**config.mk**
```make
export PLATFORM = sky130hd
export DESIGN_NAME = wb_commit_stage_flat
export DESIGN_NICKNAME = d
export VERILOG_FILES = /design/src/rtl/wb_commit_stage_pkg.sv /design/src/rtl/wb_commit_stage_if.sv /design/src/rtl/wb_commit_stage_src_select.sv /design/src/rtl/wb_commit_stage.sv /design/src/flat_wrapper.sv
export SDC_FILE = /design/constraint.sdc
export NUM_CORES = 1
export LEC_CHECK = 0
export BUFFER_PORTS_ARGS = -buffer_cell sky130_fd_sc_hd__buf_2
export CORE_ASPECT_RATIO = 1.2
export CORE_MARGIN = 5
export CORE_UTILIZATION = 42
export DETAILED_ROUTE_END_ITERATION = 8
export PLACE_DENSITY = 0.75
export SLEW_MARGIN = 20
export SYNTH_ARGS = -nofsm -noshare
export SYNTH_HDL_FRONTEND = slang
export SYNTH_SLANG_ARGS = --single-unit
```
**constraint.sdc**
```tcl
create_clock -name clk -period 1.5 [get_ports clk]
set_input_delay 0.225 -clock clk [delete_from_list [all_inputs] [get_ports clk]]
set_output_delay 0.225 -clock clk [all_outputs]
set_load 0.01 [all_outputs]
```
**src/rtl/wb_commit_stage_pkg.sv**
```systemverilog
// -----------------------------------------------------------------------------
// wb_pkg: shared definitions for the AURA16 write-back commit stage.
//   SEL_* : write-back source encodings (any unlisted value falls back to ALU)
//   state_e : commit-buffer state
//   byte_ext: extends a load byte to EXT_W bits; callers truncate to DATA_W
// -----------------------------------------------------------------------------
package wb_pkg;

   localparam int SEL_ALU = 0;
   localparam int SEL_MEM = 1;
   localparam int SEL_PC1 = 2;
   localparam int SEL_IMM = 3;

   typedef enum logic [1:0] {
      S_EMPTY    = 2'd0,
      S_WAIT_MEM = 2'd1,
      S_COMMIT   = 2'd2
   } state_e;

   // Wide enough for any sensible datapath; a package function cannot see
   // the instantiating module's DATA_W.
   localparam int EXT_W = 64;

   function automatic logic [EXT_W-1:0] byte_ext(input logic [7:0] b, input logic sgn);
      byte_ext = {{(EXT_W-8){sgn & b[7]}}, b};
   endfunction

endpackage

```
**src/rtl/wb_commit_stage_if.sv**
```systemverilog
// -----------------------------------------------------------------------------
// wb_commit_stage_if: bundle between MEM / load unit and the write-back stage.
//   MEM offer   : in_valid/in_ready handshake plus in_* instruction fields
//   load return : mem_rdata, mem_rvalid
//   control     : flush
//   results     : register-file write port, forwarding bus, load-hazard
//                 flags and retire counter
// master = producer side (MEM / bench), slave = wb_commit_stage.
// -----------------------------------------------------------------------------
interface wb_commit_stage_if #(
   parameter int DATA_W = 16,
   parameter int RA_W   = 3,
   parameter int SEL_W  = 2,
   parameter int CNT_W  = 16
);
   logic              in_valid;
   logic              in_ready;
   logic              in_reg_write;
   logic [RA_W-1:0]   in_rd;
   logic [SEL_W-1:0]  in_sel;
   logic              in_ld_byte;
   logic              in_ld_signed;
   logic [DATA_W-1:0] in_alu;
   logic [DATA_W-1:0] in_pc1;
   logic [DATA_W-1:0] in_imm;
   logic [DATA_W-1:0] mem_rdata;
   logic              mem_rvalid;
   logic              flush;
   logic              rf_we;
   logic [RA_W-1:0]   rf_waddr;
   logic [DATA_W-1:0] rf_wdata;
   logic              fwd_valid;
   logic [RA_W-1:0]   fwd_addr;
   logic [DATA_W-1:0] fwd_data;
   logic              ld_pending;
   logic [RA_W-1:0]   ld_rd;
   logic [CNT_W-1:0]  retire_cnt;

   modport master (
      output in_valid, in_reg_write, in_rd, in_sel, in_ld_byte, in_ld_signed,
             in_alu, in_pc1, in_imm, mem_rdata, mem_rvalid, flush,
      input  in_ready, rf_we, rf_waddr, rf_wdata, fwd_valid, fwd_addr, fwd_data,
             ld_pending, ld_rd, retire_cnt
   );

   modport slave (
      input  in_valid, in_reg_write, in_rd, in_sel, in_ld_byte, in_ld_signed,
             in_alu, in_pc1, in_imm, mem_rdata, mem_rvalid, flush,
      output in_ready, rf_we, rf_waddr, rf_wdata, fwd_valid, fwd_addr, fwd_data,
             ld_pending, ld_rd, retire_cnt
   );
endinterface

```
**src/rtl/wb_commit_stage_src_select.sv**
```systemverilog
// -----------------------------------------------------------------------------
// wb_src_select: combinational write-back source mux with load-byte extension.
//   i_sel        : source select (SEL_ALU/MEM/PC1/IMM, others -> ALU)
//   i_ld_byte    : MEM source uses only bits [7:0]
//   i_ld_signed  : sign-extend the byte (else zero-extend)
//   i_alu/i_mem/i_pc1/i_imm : candidate values
//   o_val        : selected write-back value
// -----------------------------------------------------------------------------
module wb_src_select
   import wb_pkg::*;
#(
   parameter int DATA_W = 16,
   parameter int SEL_W  = 2
) (
   input  logic [SEL_W-1:0]  i_sel,
   input  logic              i_ld_byte,
   input  logic              i_ld_signed,
   input  logic [DATA_W-1:0] i_alu,
   input  logic [DATA_W-1:0] i_mem,
   input  logic [DATA_W-1:0] i_pc1,
   input  logic [DATA_W-1:0] i_imm,
   output logic [DATA_W-1:0] o_val
);

   always_comb begin
      o_val = i_alu;
      if (i_sel == SEL_W'(SEL_MEM))
         o_val = i_ld_byte ? DATA_W'(byte_ext(i_mem[7:0], i_ld_signed)) : i_mem;
      else if (i_sel == SEL_W'(SEL_PC1))
         o_val = i_pc1;
      else if (i_sel == SEL_W'(SEL_IMM))
         o_val = i_imm;
   end

endmodule

```
**src/rtl/wb_commit_stage.sv**
```systemverilog
// -----------------------------------------------------------------------------
// wb_commit_stage: one-entry registered write-back / commit buffer.
//   clk, reset : clock, synchronous active-high reset
//   bus        : wb_commit_stage_if.slave (MEM offer, load return, flush,
//                register-file write, forwarding, load-hazard, retire count)
// Non-loads commit the cycle after acceptance; loads park in WAIT_MEM until
// mem_rvalid, then commit the following cycle. All outputs are decoded from
// registered state; only in_ready sees flush and reset combinationally.
// -----------------------------------------------------------------------------
module wb_commit_stage
   import wb_pkg::*;
#(
   parameter int DATA_W = 16,
   parameter int RA_W   = 3,
   parameter int SEL_W  = 2,
   parameter int CNT_W  = 16
) (
   input logic clk,
   input logic reset,
   wb_commit_stage_if.slave bus
);

   state_e            r_state, w_next;
   logic              r_we;
   logic [RA_W-1:0]   r_rd;
   logic              r_lb, r_ls;
   logic [DATA_W-1:0] r_data;
   logic [CNT_W-1:0]  r_cnt;

   logic              w_ready, w_acc, w_is_load, w_capture, w_commit, w_rf_we;
   logic [DATA_W-1:0] w_acc_val, w_ld_val;
   logic [RA_W-1:0]   w_waddr;
   logic [DATA_W-1:0] w_wdata;

   assign w_ready   = !reset && !bus.flush && (r_state != S_WAIT_MEM);
   assign w_acc     = bus.in_valid && w_ready;
   assign w_is_load = (bus.in_sel == SEL_W'(SEL_MEM));
   // flush wins over a same-cycle data return
   assign w_capture = (r_state == S_WAIT_MEM) && bus.mem_rvalid && !bus.flush;

   // Accept path: value for non-loads is final at acceptance.
   wb_src_select #(.DATA_W(DATA_W), .SEL_W(SEL_W)) u_sel_acc (
      .i_sel       (bus.in_sel),
      .i_ld_byte   (bus.in_ld_byte),
      .i_ld_signed (bus.in_ld_signed),
      .i_alu       (bus.in_alu),
      .i_mem       (bus.mem_rdata),
      .i_pc1       (bus.in_pc1),
      .i_imm       (bus.in_imm),
      .o_val       (w_acc_val)
   );

   // Load-capture path: forced to MEM, extension flags from the parked entry.
   wb_src_select #(.DATA_W(DATA_W), .SEL_W(SEL_W)) u_sel_ld (
      .i_sel       (SEL_W'(SEL_MEM)),
      .i_ld_byte   (r_lb),
      .i_ld_signed (r_ls),
      .i_alu       (bus.in_alu),
      .i_mem       (bus.mem_rdata),
      .i_pc1       (bus.in_pc1),
      .i_imm       (bus.in_imm),
      .o_val       (w_ld_val)
   );

   always_comb begin
      w_next   = r_state;
      w_commit = 1'b0;
      w_rf_we  = 1'b0;
      w_waddr  = '0;
      w_wdata  = '0;
      case (r_state)
         S_EMPTY: begin
            if (w_acc) w_next = w_is_load ? S_WAIT_MEM : S_COMMIT;
         end
         S_WAIT_MEM: begin
            if (bus.flush)           w_next = S_EMPTY;
            else if (bus.mem_rvalid) w_next = S_COMMIT;
         end
         S_COMMIT: begin
            w_commit = 1'b1;
            w_rf_we  = r_we && (r_rd != '0);
            w_waddr  = r_rd;
            w_wdata  = r_data;
            // back-to-back accept keeps the buffer full
            if (w_acc) w_next = w_is_load ? S_WAIT_MEM : S_COMMIT;
            else       w_next = S_EMPTY;
         end
         default: w_next = S_EMPTY;
      endcase
   end

   always_ff @(posedge clk) begin
      if (reset) begin
         r_state <= S_EMPTY;
         r_we    <= 1'b0;
         r_rd    <= '0;
         r_lb    <= 1'b0;
         r_ls    <= 1'b0;
         r_data  <= '0;
         r_cnt   <= '0;
      end else begin
         r_state <= w_next;
         if (w_commit) r_cnt <= r_cnt + CNT_W'(1);
         if (w_acc) begin
            r_we   <= bus.in_reg_write;
            r_rd   <= bus.in_rd;
            r_lb   <= bus.in_ld_byte;
            r_ls   <= bus.in_ld_signed;
            r_data <= w_acc_val;
         end else if (w_capture) begin
            r_data <= w_ld_val;
         end
      end
   end

   assign bus.in_ready   = w_ready;
   assign bus.rf_we      = w_rf_we;
   assign bus.rf_waddr   = w_waddr;
   assign bus.rf_wdata   = w_wdata;
   assign bus.fwd_valid  = w_rf_we;
   assign bus.fwd_addr   = w_waddr;
   assign bus.fwd_data   = w_wdata;
   assign bus.ld_pending = (r_state == S_WAIT_MEM);
   assign bus.ld_rd      = (r_state == S_WAIT_MEM) ? r_rd : '0;
   assign bus.retire_cnt = r_cnt;

endmodule

```
**src/flat_wrapper.sv**
```systemverilog
// flat-port wrapper written by rule: the top's interface ports become plain ports
module wb_commit_stage_flat import wb_pkg::*;
#(
   parameter int DATA_W = 16,
   parameter int RA_W   = 3,
   parameter int SEL_W  = 2,
   parameter int CNT_W  = 16
)
  (clk, reset, bus_in_valid, bus_in_reg_write, bus_in_rd, bus_in_sel, bus_in_ld_byte, bus_in_ld_signed, bus_in_alu, bus_in_pc1, bus_in_imm, bus_mem_rdata, bus_mem_rvalid, bus_flush, bus_in_ready, bus_rf_we, bus_rf_waddr, bus_rf_wdata, bus_fwd_valid, bus_fwd_addr, bus_fwd_data, bus_ld_pending, bus_ld_rd, bus_retire_cnt);
  wb_commit_stage_if #(.DATA_W(DATA_W), .RA_W(RA_W), .SEL_W(SEL_W), .CNT_W(CNT_W)) bus_i ();
  input logic clk;
  input logic reset;
  input wire logic [$bits(bus_i.in_valid)-1:0] bus_in_valid;
  input wire logic [$bits(bus_i.in_reg_write)-1:0] bus_in_reg_write;
  input wire logic [$bits(bus_i.in_rd)-1:0] bus_in_rd;
  input wire logic [$bits(bus_i.in_sel)-1:0] bus_in_sel;
  input wire logic [$bits(bus_i.in_ld_byte)-1:0] bus_in_ld_byte;
  input wire logic [$bits(bus_i.in_ld_signed)-1:0] bus_in_ld_signed;
  input wire logic [$bits(bus_i.in_alu)-1:0] bus_in_alu;
  input wire logic [$bits(bus_i.in_pc1)-1:0] bus_in_pc1;
  input wire logic [$bits(bus_i.in_imm)-1:0] bus_in_imm;
  input wire logic [$bits(bus_i.mem_rdata)-1:0] bus_mem_rdata;
  input wire logic [$bits(bus_i.mem_rvalid)-1:0] bus_mem_rvalid;
  input wire logic [$bits(bus_i.flush)-1:0] bus_flush;
  output wire logic [$bits(bus_i.in_ready)-1:0] bus_in_ready;
  output wire logic [$bits(bus_i.rf_we)-1:0] bus_rf_we;
  output wire logic [$bits(bus_i.rf_waddr)-1:0] bus_rf_waddr;
  output wire logic [$bits(bus_i.rf_wdata)-1:0] bus_rf_wdata;
  output wire logic [$bits(bus_i.fwd_valid)-1:0] bus_fwd_valid;
  output wire logic [$bits(bus_i.fwd_addr)-1:0] bus_fwd_addr;
  output wire logic [$bits(bus_i.fwd_data)-1:0] bus_fwd_data;
  output wire logic [$bits(bus_i.ld_pending)-1:0] bus_ld_pending;
  output wire logic [$bits(bus_i.ld_rd)-1:0] bus_ld_rd;
  output wire logic [$bits(bus_i.retire_cnt)-1:0] bus_retire_cnt;
  assign bus_i.in_valid = bus_in_valid;
  assign bus_i.in_reg_write = bus_in_reg_write;
  assign bus_i.in_rd = bus_in_rd;
  assign bus_i.in_sel = bus_in_sel;
  assign bus_i.in_ld_byte = bus_in_ld_byte;
  assign bus_i.in_ld_signed = bus_in_ld_signed;
  assign bus_i.in_alu = bus_in_alu;
  assign bus_i.in_pc1 = bus_in_pc1;
  assign bus_i.in_imm = bus_in_imm;
  assign bus_i.mem_rdata = bus_mem_rdata;
  assign bus_i.mem_rvalid = bus_mem_rvalid;
  assign bus_i.flush = bus_flush;
  assign bus_in_ready = bus_i.in_ready;
  assign bus_rf_we = bus_i.rf_we;
  assign bus_rf_waddr = bus_i.rf_waddr;
  assign bus_rf_wdata = bus_i.rf_wdata;
  assign bus_fwd_valid = bus_i.fwd_valid;
  assign bus_fwd_addr = bus_i.fwd_addr;
  assign bus_fwd_data = bus_i.fwd_data;
  assign bus_ld_pending = bus_i.ld_pending;
  assign bus_ld_rd = bus_i.ld_rd;
  assign bus_retire_cnt = bus_i.retire_cnt;
  wb_commit_stage #(.DATA_W(DATA_W), .RA_W(RA_W), .SEL_W(SEL_W), .CNT_W(CNT_W)) u_core (.clk(clk), .reset(reset), .bus(bus_i));
endmodule
```
# After elaboration in Yosys (flattened, before gate mapping)
# Index checks and enable logic that the tools add are counted.
totals:
  reg_bits: 40
  out_inout_bits: 61
  inputBits: 77
  elab_cells: 48
classes:
  muxes: 18
  eq_ne: 8
  bitwise: 2
  n_addsub: 1
  reduce_logical: 12
op_table:
  columns: ["op", "count"]
  rows:
  - ["$mux W16", 8]
  - ["$add A16 B1 Y16 const B", 1]
  - ["$mux W2", 5]
  - ["$eq A2 B2 Y1 const B", 3]
  - ["$logic_and A1 B1 Y1", 6]
  - ["$mux W3", 2]
  - ["$pmux W2 S3", 1]
  - ["$eq A2 B1 Y1 const B", 2]
  - ["$ne A2 B1 Y1 const B", 2]
  - ["$ne A3 B3 Y1 const B", 1]
  - ["$reduce_bool A3 Y1", 1]
  - ["$and A1 B1 Y1", 2]
  - ["$logic_not A1 Y1", 2]
  - ["$logic_not A2 Y1", 1]
  - ["$mux W1", 2]
  - ["$reduce_and A2 Y1", 1]
  - ["$reduce_bool A2 Y1", 1]

# Depth between registers and ports, before layout
# Gate-level depths: netlist (run 1).
depth:
  depth_word: 6
  mapped_depth: 6
  mapped_depth_nobuf: 5

# Hierarchy
# Synthesis (run 1) repeated with hierarchy kept, for this count alone.
unflattened:
  cells_unflattened: 329
  area_unflattened_um2: 3210.6
by_module_without_submodules:
  columns: ["module", "cells_each", "area_per_inst_um2", "instances"]
  rows:
  - ["wb_commit_stage", 233, 2157.1, 1]
  - ["wb_src_select", 48, 526.8, 2]

# Worst setup path after synthesis (run 1)
# No wires, ideal clock.
synth_timing:
  path_kind: "reg-to-output"
  start: "register u_core.r_state[0]"
  end: "output bus_rf_we"
  path_buffers: 3
  required_time_ns: 1.275
  arrival_time_ns: 1.382
  slack_ns: -0.107
  path_stages_with_launch: 6
  cell_sequence: "dfxtp_1 -> and2b_1 -> clkbuf_1 -> clkbuf_1 -> o311a_1 -> buf_4"
synth_between:
  elab_chain_cells: 2
synth_lines:
  columns: ["item", "line", "source"]
  rows:
  - ["start, declared", "wb_commit_stage.sv:23", "state_e r_state, w_next;"]
  - ["start signal, assigned", "wb_commit_stage.sv:102", "r_state <= w_next;"]
  - ["$eq A2 B2 Y1", "wb_commit_stage.sv:71", "case (r_state)"]
  - ["$mux W1", "wb_commit_stage.sv:71", null]
  - ["end, declared", "flat_wrapper.sv:26", "output wire logic [$bits(bus_i.rf_we)-1:0] bus_rf_we;"]
# Every way passes these cells.

# Final worst setup path (run 1)
layout_timing:
  start: "register u_core.r_state[0]"
  end: "output bus_fwd_data[13]"
layout_between:
  elab_chain_cells: 2
layout_lines:
  columns: ["item", "line", "source"]
  rows:
  - ["$eq A2 B2 Y1", "wb_commit_stage.sv:71", null]
  - ["$mux W16", "wb_commit_stage.sv:71", null]
  - ["end, declared", "flat_wrapper.sv:31", "output wire logic [$bits(bus_i.fwd_data)-1:0] bus_fwd_data;"]
# Every way passes these cells.

==> flow_metrics.py, run 1 <==
metrics = {
    "outcome": {
        "outcome": "finished with violations",
        "violations": "setup timing",
    },
    "clock_network": {
        "h-tree-depth": 2,
        "cts_num_sinks": 40,
        "clkTransAtPathRegs_ns": 0.08,
        "clk_latency_ns": 0.29,
        "cts_buffers": 5,
        "clk_path_buf_depth": 2,
        "cts_tree": "done",
        "clock-root-buffer": "clkbuf_8",
    },
    "cells_and_area": {
        "layout_common_cells": "131 x buf_2, 29 x dfxtp_1, 28 x a21oi_1, 28 x buf_4, 26 x nand2_1",
        "drive_gt1_share_pct": 50.9,
        "area_growth_pct": 45.6,
        "n_fill_cell": 560,
        "stdcell_count": 555,
        "final_common_cell": "buf_2",
        "nNetsFinal": 547,
        "design_area_um2": 3910,
        "n_antenna_cell": 0,
    },
    "synthesis": {
        "yosysWarnings": 0,
        "syn-cell-area_um2": 2690,
        "ys_seq_elements": 40,
        "synthTopCellsByArea": "dfxtp_1 30%, buf_4 6.1%, and2_1 5.6%",
        "netlist_instances": 328,
        "syn_nets": 406,
        "yosysSeqAreaShare_pct": 29.8,
        "synth_cell_types": 49,
        "yosysTopAreaCell": "dfxtp_1",
        "synthArstFlopShare_pct": 0,
        "synth_top_area_share_pct": 29.8,
        "synth_edf_count": 0,
        "syn_area_per_cell_um2": 8.19,
        "synth_flop_cell": "dfxtp_1",
    },
    "power_and_ir_drop": {
        "switching_power_w": 0.000629,
        "clkPwrFrac_pct": 35.7,
        "power.internal_w": 0.00183,
        "combPwrFrac_pct": 19.1,
        "swShare_pct": 25.6,
        "leakage_nw": 1.83,
        "powerDensity_nw_per_um2": 629,
        "pwr-share-seq_pct": 45.2,
        "vdd_ir_drop_max_mv": 0.303,
    },
    "setup_path": {
        "r2r_setup_slack_ns": -0.01,
        "critPathCaptureType": "output pin",
        "critical_path_required_ns": 1.27,
        "reg2regPathDepth": 6,
        "reg2reg_to": "u_core.r_data[7]$_SDFFE_PP0P_",
        "critPathArrivalTime_ns": 1.39,
        "worstSetupStartpointType": "flip-flop",
        "path_max_fanout": 19,
        "crit_type": "flip-flop to output pin",
        "rr_startpoint": "u_core.r_state[0]$_SDFFE_PP0P_",
    },
    "global_routing": {
        "antenna_found_initial": 0,
        "grt_usage_pct": 19.2,
        "grt_pass1_vias": 2935,
        "grt-ovfl-total": 0,
        "grt_pass1_wl_mm": 13.1,
        "grt_max_degree": 22,
    },
    "floorplan": {
        "initial_core_util_pct": 42.5,
        "rows": 32,
        "die-area_um2": 8100,
        "core-area_um2": 6330,
        "die_y_um": 97.6,
        "dieWidth_um": 83.0,
        "io_pins": 138,
    },
    "timing": {
        "hold_slack_ns": 0.165,
        "fin_tns_setup_ns": -3.89,
        "setup_ws_ns": -0.118,
        "finalSetupViolCount": 48,
        "tightest_slew_ns": 0.399,
        "clock_skew_ns": 0.00809,
        "fmax_mhz": 618,
        "timing.final.crit_period_ns": 1.62,
        "final-hold-violation-count": 0,
        "period_share_pct": 108,
        "rsz0062_at_grt": "true",
        "maxSlewHeadroom_pct": 73.4,
        "drv_slew": 0,
    },
    "drt": {
        "drtIter0Drc": 85,
        "drtAntennaViolNets": 0,
        "wl_per_cell_um": 14.8,
        "route.met2.wl_mm": 4.34,
        "drc": 0,
        "wl_mm": 8.21,
        "wl_met1_mm": 3.13,
        "dr.pass1.iters": 4,
        "wl_met3_um": 519,
        "routed.top_layer": "met4",
        "vias": 2905,
        "vias_per_cell": 5.23,
    },
    "place": {
        "dp.cells": 539,
        "placed_area_um2": 3490,
        "pre_cts_slack_ns": 0.0224,
        "place_congestion": 0.824,
        "io_buffers": 137,
        "hpwlAfterDp_mm": 6.22,
    },
    "worst_hold_path": {
        "worstHoldEndpoint": "u_core.r_rd[2]$_SDFFE_PP0N_",
        "min_from": "bus_in_rd[2]",
        "hold_class": "input pin to flip-flop",
        "hold_depth": 3,
    },
    "flow_run": {
        "drv_cap": 0,
    },
}
-- cell usage after synthesis, drive strengths merged (4+ instances only) --
library cell / n
a21oi: 29
a311oi: 9
and2: 25
buf: 36
clkbuf: 6
dfxtp: 40
inv: 6
mux2: 11
mux2i: 10
nand2: 26
nand2b: 12
nand3: 15
nand4: 5
nor2: 23
nor2b: 4
nor3: 11
nor4: 8
o21ai: 10
o22a: 6
o2bb2ai: 7
xnor2: 7
-- sequential cells by signal, summed over array words and instances, names as in the netlist --
name                   count
u_core.bus.retire_cnt     16
u_core.r_data             16
u_core.r_lb                1
u_core.r_ls                1
u_core.r_rd                3
u_core.r_state             2
u_core.r_we                1
-- final cells by class --
cell class / count / area [µm²] / share of cell area (%)
sequential: 40 / 820 / 21.0
clock buffer: 6 / 72.6 / 1.86
clock inverter: 2 / 35.0 / 0.896
tap: 85 / 106 / 2.72
inverter: 7 / 30.0 / 0.768
timing repair buffer: 175 / 1120 / 28.6
multi-input combinational: 240 / 1730 / 44.2
-- through the flow --
step / power, W / util (%)
floorplan: 0.00138 / -
global placement: 0.00155 / 55.2
detailed placement: 0.00157 / 55.2
CTS: 0.00244 / 59.0
global route: 0.00256 / 61.8
finish: 0.00246 / 61.8
-- how the worst max path moves through the flow --
stage | end | depth (start not counted) | from
CTS | bus_fwd_data[13] | 4 | u_core.r_state[0]$_SDFFE_PP0P_
global placement | u_core.r_data[7]$_SDFFE_PP0P_ | 4 | u_core.r_state[1]$_SDFFE_PP0P_
finish | bus_fwd_data[13] | 4 | u_core.r_state[0]$_SDFFE_PP0P_
detailed placement | u_core.r_state[1]$_SDFFE_PP0P_ | 5 | u_core.r_state[1]$_SDFFE_PP0P_
global route | bus_rf_we | 4 | u_core.r_state[0]$_SDFFE_PP0P_
floorplan | u_core.bus.retire_cnt[13]$_SDFFE_PP0N_ | 4 | u_core.r_state[0]$_SDFFE_PP0P_
-- what timing repair did --
item / in CTS / in global routing
gates cloned: 0 / 3
endpoints found under the setup margin: 44 / 64
buffers inserted: 4 / 1
pin swaps: 6 / 6
hold buffers: 0 / 0
resized for setup: 19 / 25
-- layer usage --
| layer | global-route usage (%) | vias up |
|---|---|---|
| met5 | 0 | - |
| met1 | 21.2 | 1341 |
| met2 | 34.8 | 114 |
| li1 | - | 1428 |
| met3 | 4.83 | 22 |
| met4 | 7.67 | 0 |
-- power groups by stage --
stage	clock network (W)	logic, W	registers [W]
after global placement	0	0.000415	0.00114
after CTS	0.000888	0.000442	0.00111
after floorplan	0	0.000249	0.00113
after detailed placement	0	0.000427	0.00114
final	0.000879	0.000470	0.00111
after global routing	0.000934	0.000513	0.00111
-- kinds of logic after synthesis --
family	synth area share, %
AO/OA/AOI/OAI	19.0
multiplexers	8.62
AND/OR/NAND/NOR	28.3
buffers and inverters	10.6
adder cells (fa/ha/maj)	0.466
flip-flops	29.8
XOR/XNOR	3.26
-- critical path, stage by stage, from the launching register on --
cell	delay, ns
dfxtp_4	0.37
and2b_2	0.25
buf_12	0.15
and2_1	0.18
buf_2	0.15
Note: power is estimated with default switching activity, not from simulation.
==> run 2: changes to the inputs <==
Settings changed: CORE_ASPECT_RATIO 1.2 to not set, PLACE_DENSITY 0.75 to 0.87.
==> run 2 against run 1 <==
  * The flow still finishes with violations (setup timing)
  * Fmax increased by 3.2%
  * Hold slack gained 0.0041 ns
  * Highest routed layer unchanged
  * Register-to-register slack got worse by 0.05 ns
  * Worst setup slack better by 0.050 ns
  * Die area barely moved
  * Global-route usage shrank 0.32 points
  * Utilization about the same
  * Total power down 6.2%
  * Critical endpoint is now bus_fwd_valid
  * Final area fell by 0.70%
  * Routed wire length increased by 2.1%
  * Count of clock-buffer cells in the layout stayed put
  * Sequential power about the same
==> flow_metrics.py, run 2 (synthesis gave the netlist of run 1 again) <==
metrics = {
    "outcome": {
        "outcome": "finished with violations",
        "violations": "setup timing",
    },
    "floorplan": {
        "die_y_um": 90.0,
        "io_pins": 138,
        "dieWidth_um": 90.0,
        "core-area_um2": 6280,
        "die-area_um2": 8100,
        "rows": 29,
        "initial_core_util_pct": 42.8,
    },
    "global_routing": {
        "met2_usage_pct": 33.8,
        "grt_usage_pct": 18.9,
        "grt-ovfl-total": 0,
        "grt_use_met3_pct": 4.51,
        "top_usage_layer": "met2",
        "grt_max_degree": 27,
        "grt_pass1_wl_mm": 13.1,
        "grtUsageMet1_pct": 21.6,
        "grt_pass1_vias": 2913,
        "antenna_found_initial": 0,
    },
    "cells_and_area": {
        "drive_gt1_share_pct": 51.0,
        "nNetsFinal": 540,
        "final_common_cell": "buf_2",
        "area_growth_pct": 44.6,
        "n_antenna_cell": 0,
        "layout_common_cells": "107 x buf_2, 35 x buf_6, 34 x dfxtp_1",
    },
    "setup_path": {
        "critPathCaptureType": "output pin",
        "critPathArrivalTime_ns": 1.34,
        "worstSetupStartpointType": "flip-flop",
        "path_max_fanout": 12,
        "crit_type": "flip-flop to output pin",
        "critical_path_required_ns": 1.27,
    },
    "clock_network": {
        "clock-root-buffer": "clkbuf_8",
        "clkTransAtPathRegs_ns": 0.08,
        "cts_num_sinks": 40,
        "h-tree-depth": 2,
        "cts_hold_buf": 0,
        "clk_latency_ns": 0.29,
        "cts_tree": "done",
        "cts_buffers": 5,
        "clk_path_buf_depth": 2,
    },
    "timing": {
        "final-hold-violation-count": 0,
        "rsz0062_at_grt": "true",
        "drv_slew": 0,
        "finalSetupViolCount": 43,
        "clock_skew_ns": 0.00214,
        "timing.final.crit_period_ns": 1.57,
        "fmax_mhz": 638,
        "maxSlewHeadroom_pct": 79.6,
        "setup_ws_ns": -0.0686,
        "period_share_pct": 105,
        "hold_slack_ns": 0.170,
        "tightest_slew_ns": 0.306,
    },
    "drt": {
        "wl_per_cell_um": 15.5,
        "dr.pass1.iters": 4,
        "drc": 0,
        "vias_per_cell": 5.29,
        "drtAntennaViolNets": 0,
        "drtIter0Drc": 83,
        "vias": 2856,
        "wl_mm": 8.38,
    },
    "flow_run": {
        "drv_cap": 0,
    },
    "power_and_ir_drop": {
        "powerDensity_nw_per_um2": 594,
        "leakage_nw": 1.79,
        "power.total_w": 0.00231,
        "vdd_ir_drop_max_mv": 0.553,
    },
    "place": {
        "place_congestion": 0.843,
        "hpwlAfterDp_mm": 6.38,
        "io_buffers": 137,
    },
    "worst_hold_path": {
        "hold_class": "input pin to flip-flop",
    },
}
[run 2: cell count changes in the layout (fill, tap and decap cells not counted), sizes merged]
cell | before | now
clkinvlp | 1 | 0
mux2 | 12 | 11
inv | 5 | 6
clkinv | 2 | 3
clkbuf | 8 | 6
bufinv | 1 | 0
buf | 173 | 169
[run 2: final cells by class]
class | count | area, µm²
clock buffers | 6 | 82.6
clock inverters | 2 | 10.0
fillers | 558 | 2390
well taps | 77 | 96.3
repair buffers | 169 | 1140
multi-input cells | 239 | 1710
flip-flops and latches | 40 | 811
inverters | 7 | 26.3
[run 2: layer usage]
metal	vias to the layer above	part of all wire, %
li1	1404	-
met3	18	7.1
met1	1311	39
met2	123	52
met5	-	0
met4	0	1.9
[run 2: power breakdown]
part / switching [W] / total (W) / leakage [nW] / internal, W
Clock: 0.000383 / 0.000751 / 0.0510 / 0.000368
Sequential: 0.0000209 / 0.00111 / 0.328 / 0.00109
Combinational: 0.000216 / 0.000442 / 1.41 / 0.000226
Total: 0.000620 / 0.00231 / 1.79 / 0.00169
[run 2: worst max-delay path, cell delays in order (launching register included)]
cell and delay, ns:
dfxtp_4 0.36, and2b_2 0.24, buf_6 0.15, o311a_4 0.20, buf_6 0.10
[run 2: path summary, 6_finish.rpt]
kind,endpoint,slack (ns),cells past startpoint,from
setup / recovery,bus_fwd_valid,-0.07,4,u_core.r_state[0]$_SDFFE_PP0P_
hold / removal,u_core.r_rd[0]$_SDFFE_PP0N_,0.17,3,bus_in_rd[0]
hold reg to reg,u_core.r_ls$_SDFFE_PP0N_,0.47,2,u_core.r_ls$_SDFFE_PP0N_
setup reg to reg,u_core.bus.retire_cnt[14]$_SDFFE_PP0N_,-0.06,5,u_core.r_state[0]$_SDFFE_PP0P_
[run 2: per-stage QoR]
stage | instances | cell area [µm²] | setup WS, ns | TNS, ns | utilization [%]
final | 540 | 3880 | -0.0686 | -1.93 | 61.9
after global routing | 540 | 3880 | -0.124 | -4.37 | 61.9
after CTS | 536 | 3650 | -0.0696 | -2.26 | 58.2
after detailed placement | 525 | 3410 | -0.0344 | -0.0344 | 54.4
after global placement | 525 | 3410 | 0.0626 | 0 | 54.4
after floorplan | 328 | 2690 | 0.0132 | 0 | -
[run 2: repair_timing]
item	4_1_cts	5_1_grt
setup buffers	3	4
pin swaps	3	8
endpoints found under the setup margin	41	65
cloned	0	0
resized for setup	29	43
==> run 3: changes to the inputs <==
Settings changed: CORE_UTILIZATION 42 to 45, PLACE_DENSITY 0.87 to 0.88.
Clock period 1.5 ns to 2 ns, I/O delays scaled along.
==> run 3 against run 2 <==
  * The flow now finishes without violations
  * Non-clock buffer count shrank 26
  * Final cell count down 5.7%
  * Sequential power fell by 25%
  * Global-route usage is 0.50 points higher
==> flow_metrics.py, run 3 (synthesis gave the netlist of run 1 again) <==
metrics = {
    "power_and_ir_drop": {
        "powerDensity_nw_per_um2": 485,
        "switching_power_w": 0.000421,
        "vdd_ir_drop_max_mv": 0.232,
        "power.internal_w": 0.00119,
        "leakage_nw": 1.57,
        "pwr-share-seq_pct": 51.8,
        "combPwrFrac_pct": 18.6,
        "clkPwrFrac_pct": 29.5,
        "swShare_pct": 26.1,
    },
    "drt": {
        "vias_per_cell": 5.36,
        "wl_mm": 7.49,
        "drtIter0Drc": 71,
        "vias": 2729,
        "drtAntennaViolNets": 0,
        "wl_per_cell_um": 14.7,
        "dr.pass1.iters": 5,
        "drc": 0,
    },
    "floorplan": {
        "die-area_um2": 7620,
        "initial_core_util_pct": 45.9,
        "rows": 28,
        "dieWidth_um": 87.3,
        "io_pins": 138,
        "die_y_um": 87.3,
        "core-area_um2": 5850,
    },
    "clock_network": {
        "cts_hold_buf": 0,
        "clkTransAtPathRegs_ns": 0.07,
        "clk_path_buf_depth": 2,
        "cts_num_sinks": 40,
        "clk_latency_ns": 0.28,
        "cts_setup_buffers": 0,
        "h-tree-depth": 2,
        "cts_tree": "done",
        "cts_buffers": 5,
        "clock-root-buffer": "clkbuf_8",
    },
    "timing": {
        "period_share_pct": 92.0,
        "clock_skew_ns": 0.00222,
        "tightest_slew_ns": 0.678,
        "rsz0062_at_grt": "false",
        "drv_slew": 0,
        "maxSlewHeadroom_pct": 54.8,
        "final-hold-violation-count": 0,
        "fmax_mhz": 544,
        "finalSetupViolCount": 0,
        "setup_ws_ns": 0.160,
        "timing.final.crit_period_ns": 1.84,
        "fin_tns_setup_ns": 0,
    },
    "cells_and_area": {
        "drive_gt1_share_pct": 39.6,
        "area_growth_pct": 23.7,
        "n_antenna_cell": 0,
        "final_common_cell": "buf_2",
        "nNetsFinal": 514,
        "layout_common_cells": "137 x buf_2, 40 x dfxtp_1, 29 x a21oi_1",
        "n_fill_cell": 575,
    },
    "setup_path": {
        "reg2regPathDepth": 4,
        "critical_path_required_ns": 1.70,
        "path_max_fanout": 25,
        "worstSetupStartpointType": "flip-flop",
        "critPathCaptureType": "output pin",
        "rr_startpoint": "u_core.r_state[1]$_SDFFE_PP0P_",
        "reg2reg_to": "u_core.r_data[0]$_SDFFE_PP0P_",
        "critPathArrivalTime_ns": 1.54,
        "crit_type": "flip-flop to output pin",
        "r2r_setup_slack_ns": 0.28,
    },
    "worst_hold_path": {
        "min_from": "bus_in_rd[1]",
        "hold_depth": 3,
        "hold_class": "input pin to flip-flop",
        "worstHoldEndpoint": "u_core.r_rd[1]$_SDFFE_PP0N_",
    },
    "flow_run": {
        "drv_cap": 0,
    },
    "outcome": {
        "outcome": "complete, no violations",
    },
    "global_routing": {
        "grt_pass1_vias": 2621,
        "grt_usage_pct": 19.4,
        "grt-ovfl-total": 0,
        "grt_pass1_wl_mm": 12.0,
        "grt_max_degree": 29,
        "antenna_found_initial": 0,
    },
    "place": {
        "io_buffers": 137,
        "pre_cts_slack_ns": 0.185,
        "hpwlAfterDp_mm": 5.91,
        "place_congestion": 0.810,
    },
}
## run 3: area by class of cell
cell class | instances | area [µm²] | area share, %
Timing Repair Buffer | 143 | 731 | 22.0
Clock buffer | 5 | 68.8 | 2.07
Inverter | 7 | 26.3 | 0.791
Multi-Input combinational cell | 239 | 1600 | 48.2
Tap cell | 75 | 93.8 | 2.82
Sequential cell | 40 | 801 | 24.1
## run 3: stage by stage
step	power, W	instances	hold WS, ns	utilization, %	area, µm²
finish	0.00161	509	0.260	56.8	3320
floorplan	0.00104	328	0.436	-	2690
detailed placement	0.00115	504	0.447	55.6	3250
global placement	0.00114	504	0.445	55.6	3250
CTS	0.00163	509	0.249	56.8	3320
global route	0.00169	509	0.256	56.8	3320
## run 3: worst max-delay path, stage by stage, from the launching register on
cell and delay, ns:
dfxtp_1 0.37, and2b_2 0.50, o311a_1 0.26, buf_2 0.13
## run 3: worst max-delay path by stage
stage                                   start       endpoint  slack [ns]  cells after the start
6_report       u_core.r_state[0]$_SDFFE_PP0P_  bus_fwd_valid        0.16                      3
5_1_grt        u_core.r_state[0]$_SDFFE_PP0P_  bus_fwd_valid        0.05                      3
4_1_cts        u_core.r_state[0]$_SDFFE_PP0P_  bus_fwd_valid        0.13                      3
3_5_place_dp   u_core.r_state[0]$_SDFFE_PP0P_  bus_fwd_valid        0.19                      3
3_3_place_gp   u_core.r_state[0]$_SDFFE_PP0P_      bus_rf_we        0.25                      3
2_1_floorplan  u_core.r_state[0]$_SDFFE_PP0P_      bus_rf_we        0.32                      5
## run 3: per-layer routing
metal	vias to the layer above	share of wire, %	GRT usage [%]
met3	9	7.8	3.60
met2	102	50	35.1
met1	1262	41	23.6
met4	0	1.3	4.18
li1	1356	-	-
met5	-	0	0
## run 3: repair_timing
action                                  4_1_cts  5_1_grt
endpoints found under the hold margin         0        0
resized for setup                             1        0
endpoints found under the setup margin       40        0
## run 3: power by group through the flow
stage | clock network (W) | registers, W | logic, W
2_1_floorplan | 0 | 0.000850 | 0.000187
3_3_place_gp | 0 | 0.000854 | 0.000290
3_5_place_dp | 0 | 0.000854 | 0.000300
4_1_cts | 0.000490 | 0.000836 | 0.000301
5_1_grt | 0.000518 | 0.000839 | 0.000334
6_report | 0.000476 | 0.000836 | 0.000301
